`config.mk`:
```
export PLATFORM = sky130hd
export DESIGN_NAME = shift_arb_ctrl_flat
export DESIGN_NICKNAME = d
export VERILOG_FILES = /design/src/rtl/shift_arb_if.sv /design/src/rtl/shift_arb_ctrl.sv /design/src/flat_wrapper.sv
export SDC_FILE = /design/constraint.sdc
export NUM_CORES = 1
export LEC_CHECK = 0
export CAP_MARGIN = 10
export CORE_UTILIZATION = 45
export CTS_CLUSTER_DIAMETER = 150
export DETAILED_ROUTE_END_ITERATION = 10
export GPL_ROUTABILITY_DRIVEN = 0
export MAX_ROUTING_LAYER = met4
export PLACE_DENSITY = 0.83
export RECOVER_POWER = 25
export SLEW_MARGIN = 20
export SYNTH_ARGS = -nofsm -noshare
export SYNTH_HDL_FRONTEND = slang
export SYNTH_SLANG_ARGS = --single-unit
```
`constraint.sdc`:
```
create_clock -name clk -period 1.3 [get_ports clk]
set_input_delay 0.13 -clock clk [delete_from_list [all_inputs] [get_ports clk]]
set_output_delay 0.13 -clock clk [all_outputs]
set_load 0.05 [all_outputs]
```
`src/rtl/shift_arb_if.sv`:
```
// Handshake/serial bundle between two word producers, the arbiter and the serial link.
interface shift_arb_if #(
    parameter int W = 8
);
    logic         req0;
    logic [W-1:0] data0;
    logic         req1;
    logic [W-1:0] data1;
    logic         gnt0;
    logic         gnt1;
    logic         ser_out;
    logic         ser_valid;
    logic         ser_last;
    logic         busy;
    logic         owner;
    logic         done;

    modport master (
        output req0, data0, req1, data1,
        input  gnt0, gnt1, ser_out, ser_valid, ser_last, busy, owner, done
    );

    modport slave (
        input  req0, data0, req1, data1,
        output gnt0, gnt1, ser_out, ser_valid, ser_last, busy, owner, done
    );
endinterface

```
`src/rtl/shift_arb_ctrl.sv`:
```
// Round-robin arbiter sharing one W-bit LSB-first serializer between two requesters.
// Optional trailing even-parity bit when SHIFT_ARB_PARITY_EN is defined.
module shift_arb_ctrl #(
    parameter int W = 8
) (
    input  logic         clk,
    input  logic         rst,
    shift_arb_if.slave   bus
);
    localparam int CW = $clog2(W + 1);

`ifdef SHIFT_ARB_PARITY_EN
    typedef enum logic [1:0] {IDLE, SHIFT, PAR, DONE} state_t;
    logic r_par;
`else
    typedef enum logic [1:0] {IDLE, SHIFT, DONE} state_t;
`endif

    state_t        r_state;
    logic [W-1:0]  r_shreg;
    logic [CW-1:0] r_cnt;
    logic          r_last;
    logic          r_owner;
    logic          r_gnt0;
    logic          r_gnt1;
    logic          r_ser_valid;
    logic          r_ser_last;
    logic          r_busy;
    logic          r_done;

    logic          w_win_vld;
    logic          w_win;
    logic [W-1:0]  w_win_data;

    // On a tie the requester that did not own the previous frame wins.
    always_comb begin
        w_win_vld  = bus.req0 | bus.req1;
        w_win      = 1'b0;
        if (bus.req0 && bus.req1) w_win = ~r_last;
        else                      w_win = bus.req1;
        w_win_data = w_win ? bus.data1 : bus.data0;
    end

    always_ff @(posedge clk) begin
        if (rst) begin
            r_state     <= IDLE;
            r_shreg     <= '0;
            r_cnt       <= '0;
            r_last      <= 1'b1;
            r_owner     <= 1'b0;
            r_gnt0      <= 1'b0;
            r_gnt1      <= 1'b0;
            r_ser_valid <= 1'b0;
            r_ser_last  <= 1'b0;
            r_busy      <= 1'b0;
            r_done      <= 1'b0;
`ifdef SHIFT_ARB_PARITY_EN
            r_par       <= 1'b0;
`endif
        end else begin
            r_gnt0 <= 1'b0;
            r_gnt1 <= 1'b0;
            r_done <= 1'b0;
            case (r_state)
                IDLE: begin
                    if (w_win_vld) begin
                        r_shreg     <= w_win_data;
                        r_owner     <= w_win;
                        r_cnt       <= '0;
                        r_gnt0      <= ~w_win;
                        r_gnt1      <= w_win;
                        r_ser_valid <= 1'b1;
                        r_ser_last  <= 1'b0;
                        r_busy      <= 1'b1;
                        r_state     <= SHIFT;
`ifdef SHIFT_ARB_PARITY_EN
                        r_par       <= ^w_win_data;
`endif
                    end
                end
                SHIFT: begin
                    r_shreg <= {1'b0, r_shreg[W-1:1]};
                    r_cnt   <= r_cnt + 1'b1;
                    if (r_cnt == CW'(W - 1)) begin
`ifdef SHIFT_ARB_PARITY_EN
                        // Parity rides out of shreg[0] so ser_out stays a plain register bit.
                        r_shreg    <= W'(r_par);
                        r_ser_last <= 1'b1;
                        r_state    <= PAR;
`else
                        r_ser_valid <= 1'b0;
                        r_ser_last  <= 1'b0;
                        r_done      <= 1'b1;
                        r_state     <= DONE;
`endif
                    end else begin
`ifdef SHIFT_ARB_PARITY_EN
                        r_ser_last <= 1'b0;
`else
                        r_ser_last <= (r_cnt == CW'(W - 2));
`endif
                    end
                end
`ifdef SHIFT_ARB_PARITY_EN
                PAR: begin
                    r_shreg     <= '0;
                    r_ser_valid <= 1'b0;
                    r_ser_last  <= 1'b0;
                    r_done      <= 1'b1;
                    r_state     <= DONE;
                end
`endif
                DONE: begin
                    r_last  <= r_owner;
                    r_busy  <= 1'b0;
                    r_state <= IDLE;
                end
                default: r_state <= IDLE;
            endcase
        end
    end

    // shreg is all-zero outside a frame, so ser_out is 0 whenever ser_valid is low.
    assign bus.ser_out   = r_shreg[0];
    assign bus.ser_valid = r_ser_valid;
    assign bus.ser_last  = r_ser_last;
    assign bus.gnt0      = r_gnt0;
    assign bus.gnt1      = r_gnt1;
    assign bus.busy      = r_busy;
    assign bus.owner     = r_owner;
    assign bus.done      = r_done;
endmodule

```
`src/flat_wrapper.sv`:
```
// flat-port wrapper written by rule: the top's interface ports become plain ports
module shift_arb_ctrl_flat 
#(
    parameter int W = 8
)
  (clk, rst, bus_req0, bus_data0, bus_req1, bus_data1, bus_gnt0, bus_gnt1, bus_ser_out, bus_ser_valid, bus_ser_last, bus_busy, bus_owner, bus_done);
  shift_arb_if #(.W(W)) bus_i ();
  input  logic clk;
  input  logic rst;
  input wire logic [$bits(bus_i.req0)-1:0] bus_req0;
  input wire logic [$bits(bus_i.data0)-1:0] bus_data0;
  input wire logic [$bits(bus_i.req1)-1:0] bus_req1;
  input wire logic [$bits(bus_i.data1)-1:0] bus_data1;
  output wire logic [$bits(bus_i.gnt0)-1:0] bus_gnt0;
  output wire logic [$bits(bus_i.gnt1)-1:0] bus_gnt1;
  output wire logic [$bits(bus_i.ser_out)-1:0] bus_ser_out;
  output wire logic [$bits(bus_i.ser_valid)-1:0] bus_ser_valid;
  output wire logic [$bits(bus_i.ser_last)-1:0] bus_ser_last;
  output wire logic [$bits(bus_i.busy)-1:0] bus_busy;
  output wire logic [$bits(bus_i.owner)-1:0] bus_owner;
  output wire logic [$bits(bus_i.done)-1:0] bus_done;
  assign bus_i.req0 = bus_req0;
  assign bus_i.data0 = bus_data0;
  assign bus_i.req1 = bus_req1;
  assign bus_i.data1 = bus_data1;
  assign bus_gnt0 = bus_i.gnt0;
  assign bus_gnt1 = bus_i.gnt1;
  assign bus_ser_out = bus_i.ser_out;
  assign bus_ser_valid = bus_i.ser_valid;
  assign bus_ser_last = bus_i.ser_last;
  assign bus_busy = bus_i.busy;
  assign bus_owner = bus_i.owner;
  assign bus_done = bus_i.done;
  shift_arb_ctrl #(.W(W)) u_core (.clk(clk), .rst(rst), .bus(bus_i));
endmodule
```
==> run metrics <==
Gate power share=22.5%; Buffers on Ports=27; Pint=0.976 mW; setup violators final=0; crit path from=u_core.r_state[1]$_SDFFE_PP0P_; slowest CP cell=dfxtp_2; Slew Limit Fails=0; cell total after placement=160; root buf cell=clkbuf_4; Critical Path AT=1.41 ns; Synth area leader=dfxtp_1; critical-path cell list=and2b_1, buf_4, a22oi_1, o22ai_1; CP Capture Type=flip-flop; I/O Pins=28; final wirelength=1.98 mm; switching pwr=0.370 mW; CP Max Fanout=7; filler cell count=177; RSZ-0062 raised after global routing=no; site row count=16; wire per inst=12.2 um; Synth-to-Final Area Change=40.2%; commonest non-fill, non-tap cell in the layout=dfxtp_1; Final Cell Area=1320 um2; peak supply drop=0.569 mV; Syn Nets=123; number of global-route vias before repair=751; Largest Register=u_core.r_shreg; HPWL after detailed placement=1.54 mm; WHS Path Cells=2; full die area=2280 um2; Yosys warning count=0; global route total overflow=0; commonest non-fill, non-tap cells in the layout=dfxtp_1, clkdlybuf4s50_1, nor2_1, a21oi_1, buf_4; FMAX=815 MHz; Residual DRC=0; Hold WC Path Type=reg2reg; Worst R2R End=u_core.r_shreg[0]$_SDFFE_PP0P_; clk_lat worst skew=0.30 ns; worst setup path class=reg2reg; Slew @ Worst Pin=0.306 ns; M2 GR Usage=32.4%; cells on worst reg2reg path=4; largest net degree at the start of global routing=21; top cell type's share of synthesized area=46.8%; nets@finish=160; hold-critical path endpoint=u_core.bus.busy$_SDFFE_PP0P_; max-cap viol count=0; H-Tree Depth=1; antenna diode count=0; GR met3 Demand/Resource=3.77%; initial DRC count=23; Initial Util=48.0%; P_leak=0.515 nW; GR peak layer=met2; Clock transition at path regs=0.11 ns; post-route ant nets=0; min-delay src=u_core.bus.busy$_SDFFE_PP0P_; max FFs per register=8; Final Hold Viols=0; CTS tree=built; WHS=0.464 ns; slew margin rel.=79.6%; GRT Overall Usage=20.0%; Min Clock Period, post-route=1.23 ns; layout cells sized above 1=18.4%; placed cell area=1380 um2; GR Util met1=22.9%; sw frac=27.5%; mapped cell area=941 um2; Avg Cell Area, Syn=9.32 um2; max incr delay on CP=0.38 ns; CTS Buf Count=3; DRT Pass-1 Iters=4; FF-to-FF setup slack=0.07 ns; #FFs+latches synth=22; Die H=47.7 um; Tcrit/Tclk final=94.4%; Post-Syn Instances=101; initial antenna violation count=0; top area cells in the synthesized netlist=dfxtp_1, mux2i_1, a22oi_1; core area=1960 um2; Pwr Total=1.35 mW; Top Registers=u_core.r_shreg x8, u_core.r_cnt x4, u_core.r_state x2; worst path required time=1.48 ns; Sequential Power Share=55.2%; clock sink count=22; Clk pwr share=22.2%; Synth cell types=27; Seq/Total Area, Yosys=46.8%; reg2reg start=u_core.r_state[1]$_SDFFE_PP0P_; PnR worst setup slack=0.0734 ns; clk buf depth=2; Post-Layout Cell Count=163; Power Dens Cells=1020 nW/um2; status=finished clean; vias per cell=5.27; skew final=0.00325 ns; Critical Path Start Type=flip-flop; Hold Buf Count CTS=0; total number of vias=859; first-pass GRT wire length=3.08 mm; worst path buffer plus inverter count=1; pre-CTS setup slack=-0.144 ns; critical path's top delay family=flip-flops; Chip Width=47.7 um
[power by group through the flow]
| stage | Clock [mW] | Combinational [mW] | Sequential [mW] |
|---|---|---|---|
| floorplan | 0 | 0.118 | 0.797 |
| global placement | 0 | 0.324 | 0.760 |
| detailed placement | 0 | 0.332 | 0.763 |
| CTS | 0.306 | 0.333 | 0.748 |
| global route | 0.336 | 0.330 | 0.749 |
| finish | 0.300 | 0.303 | 0.744 |
[cells by family after synthesis]
family,share of synthesized area (%)
compound gates,22.7
simple gates,14.6
flops,46.8
buf+inv,4.65
mux,8.51
fa+ha+maj,2.66
[layout make-up]
class                   instances  area, um2  area share, %
well taps                      27       33.8           2.56
flip-flops and latches         22        443           33.6
clock buffers                   3       22.5           1.71
multi-input cells              70        457           34.6
inverters                       4       15.0           1.14
repair buffers                 37        348           26.4
[synthesized netlist by cell type (all sizes together)]
master,count
o31ai,1
nand3,3
a31oi,1
inv,4
nor3,1
clkbuf,2
a211o,1
nand4b,1
ha,2
a211oi,1
o21ai,2
mux2i,8
or2,1
nor2,14
nand2,3
o21a,1
nand2b,3
a21boi,1
dfxtp,22
a22oi,7
a21oi,9
nand4,1
o22ai,7
buf,3
and2b,1
nor2b,1
[per-layer routing]
metal | vias up | share of wire [%]
met1 | 401 | 44
met2 | 24 | 52
met5 | - | 0
met4 | 0 | 0.50
li1 | 432 | -
met3 | 2 | 4.0
[through the flow]
stage,utilization [%],TNS (ns)
after floorplan,-,0
after global placement,70.5,-1.13
after detailed placement,70.5,-1.56
after CTS,71.7,0
after global routing,67.2,0
final,67.2,0
[repair_timing]
action	4_1_cts	5_1_grt
endpoints found under the setup margin	0	4
buffers inserted	0	0
gates resized for setup	0	2
[how the worst max path moves through the flow]
stage	endpoint	slack (ns)	depth (start not counted)
6_report	u_core.r_shreg[0]$_SDFFE_PP0P_	0.07	4
3_3_place_gp	u_core.r_shreg[2]$_SDFFE_PP0P_	-0.11	5
2_1_floorplan	u_core.bus.ser_valid$_SDFFE_PP0P_	0.16	5
3_5_place_dp	u_core.r_shreg[2]$_SDFFE_PP0P_	-0.14	5
5_1_grt	u_core.r_shreg[3]$_SDFFE_PP0P_	0.02	4
4_1_cts	u_core.r_shreg[0]$_SDFFE_PP0P_	0.05	4
[worst reg2reg max path: cells and delay by family (launching register included)]
| family | cells | cell delay [ns] |
|---|---|---|
| AND/OR/NAND/NOR | 1 | 0.24 |
| flip-flops | 1 | 0.38 |
| AO/OA/AOI/OAI | 2 | 0.31 |
| buffers and inverters | 1 | 0.18 |
No activity file was read; power rests on OpenSTA's default activity.
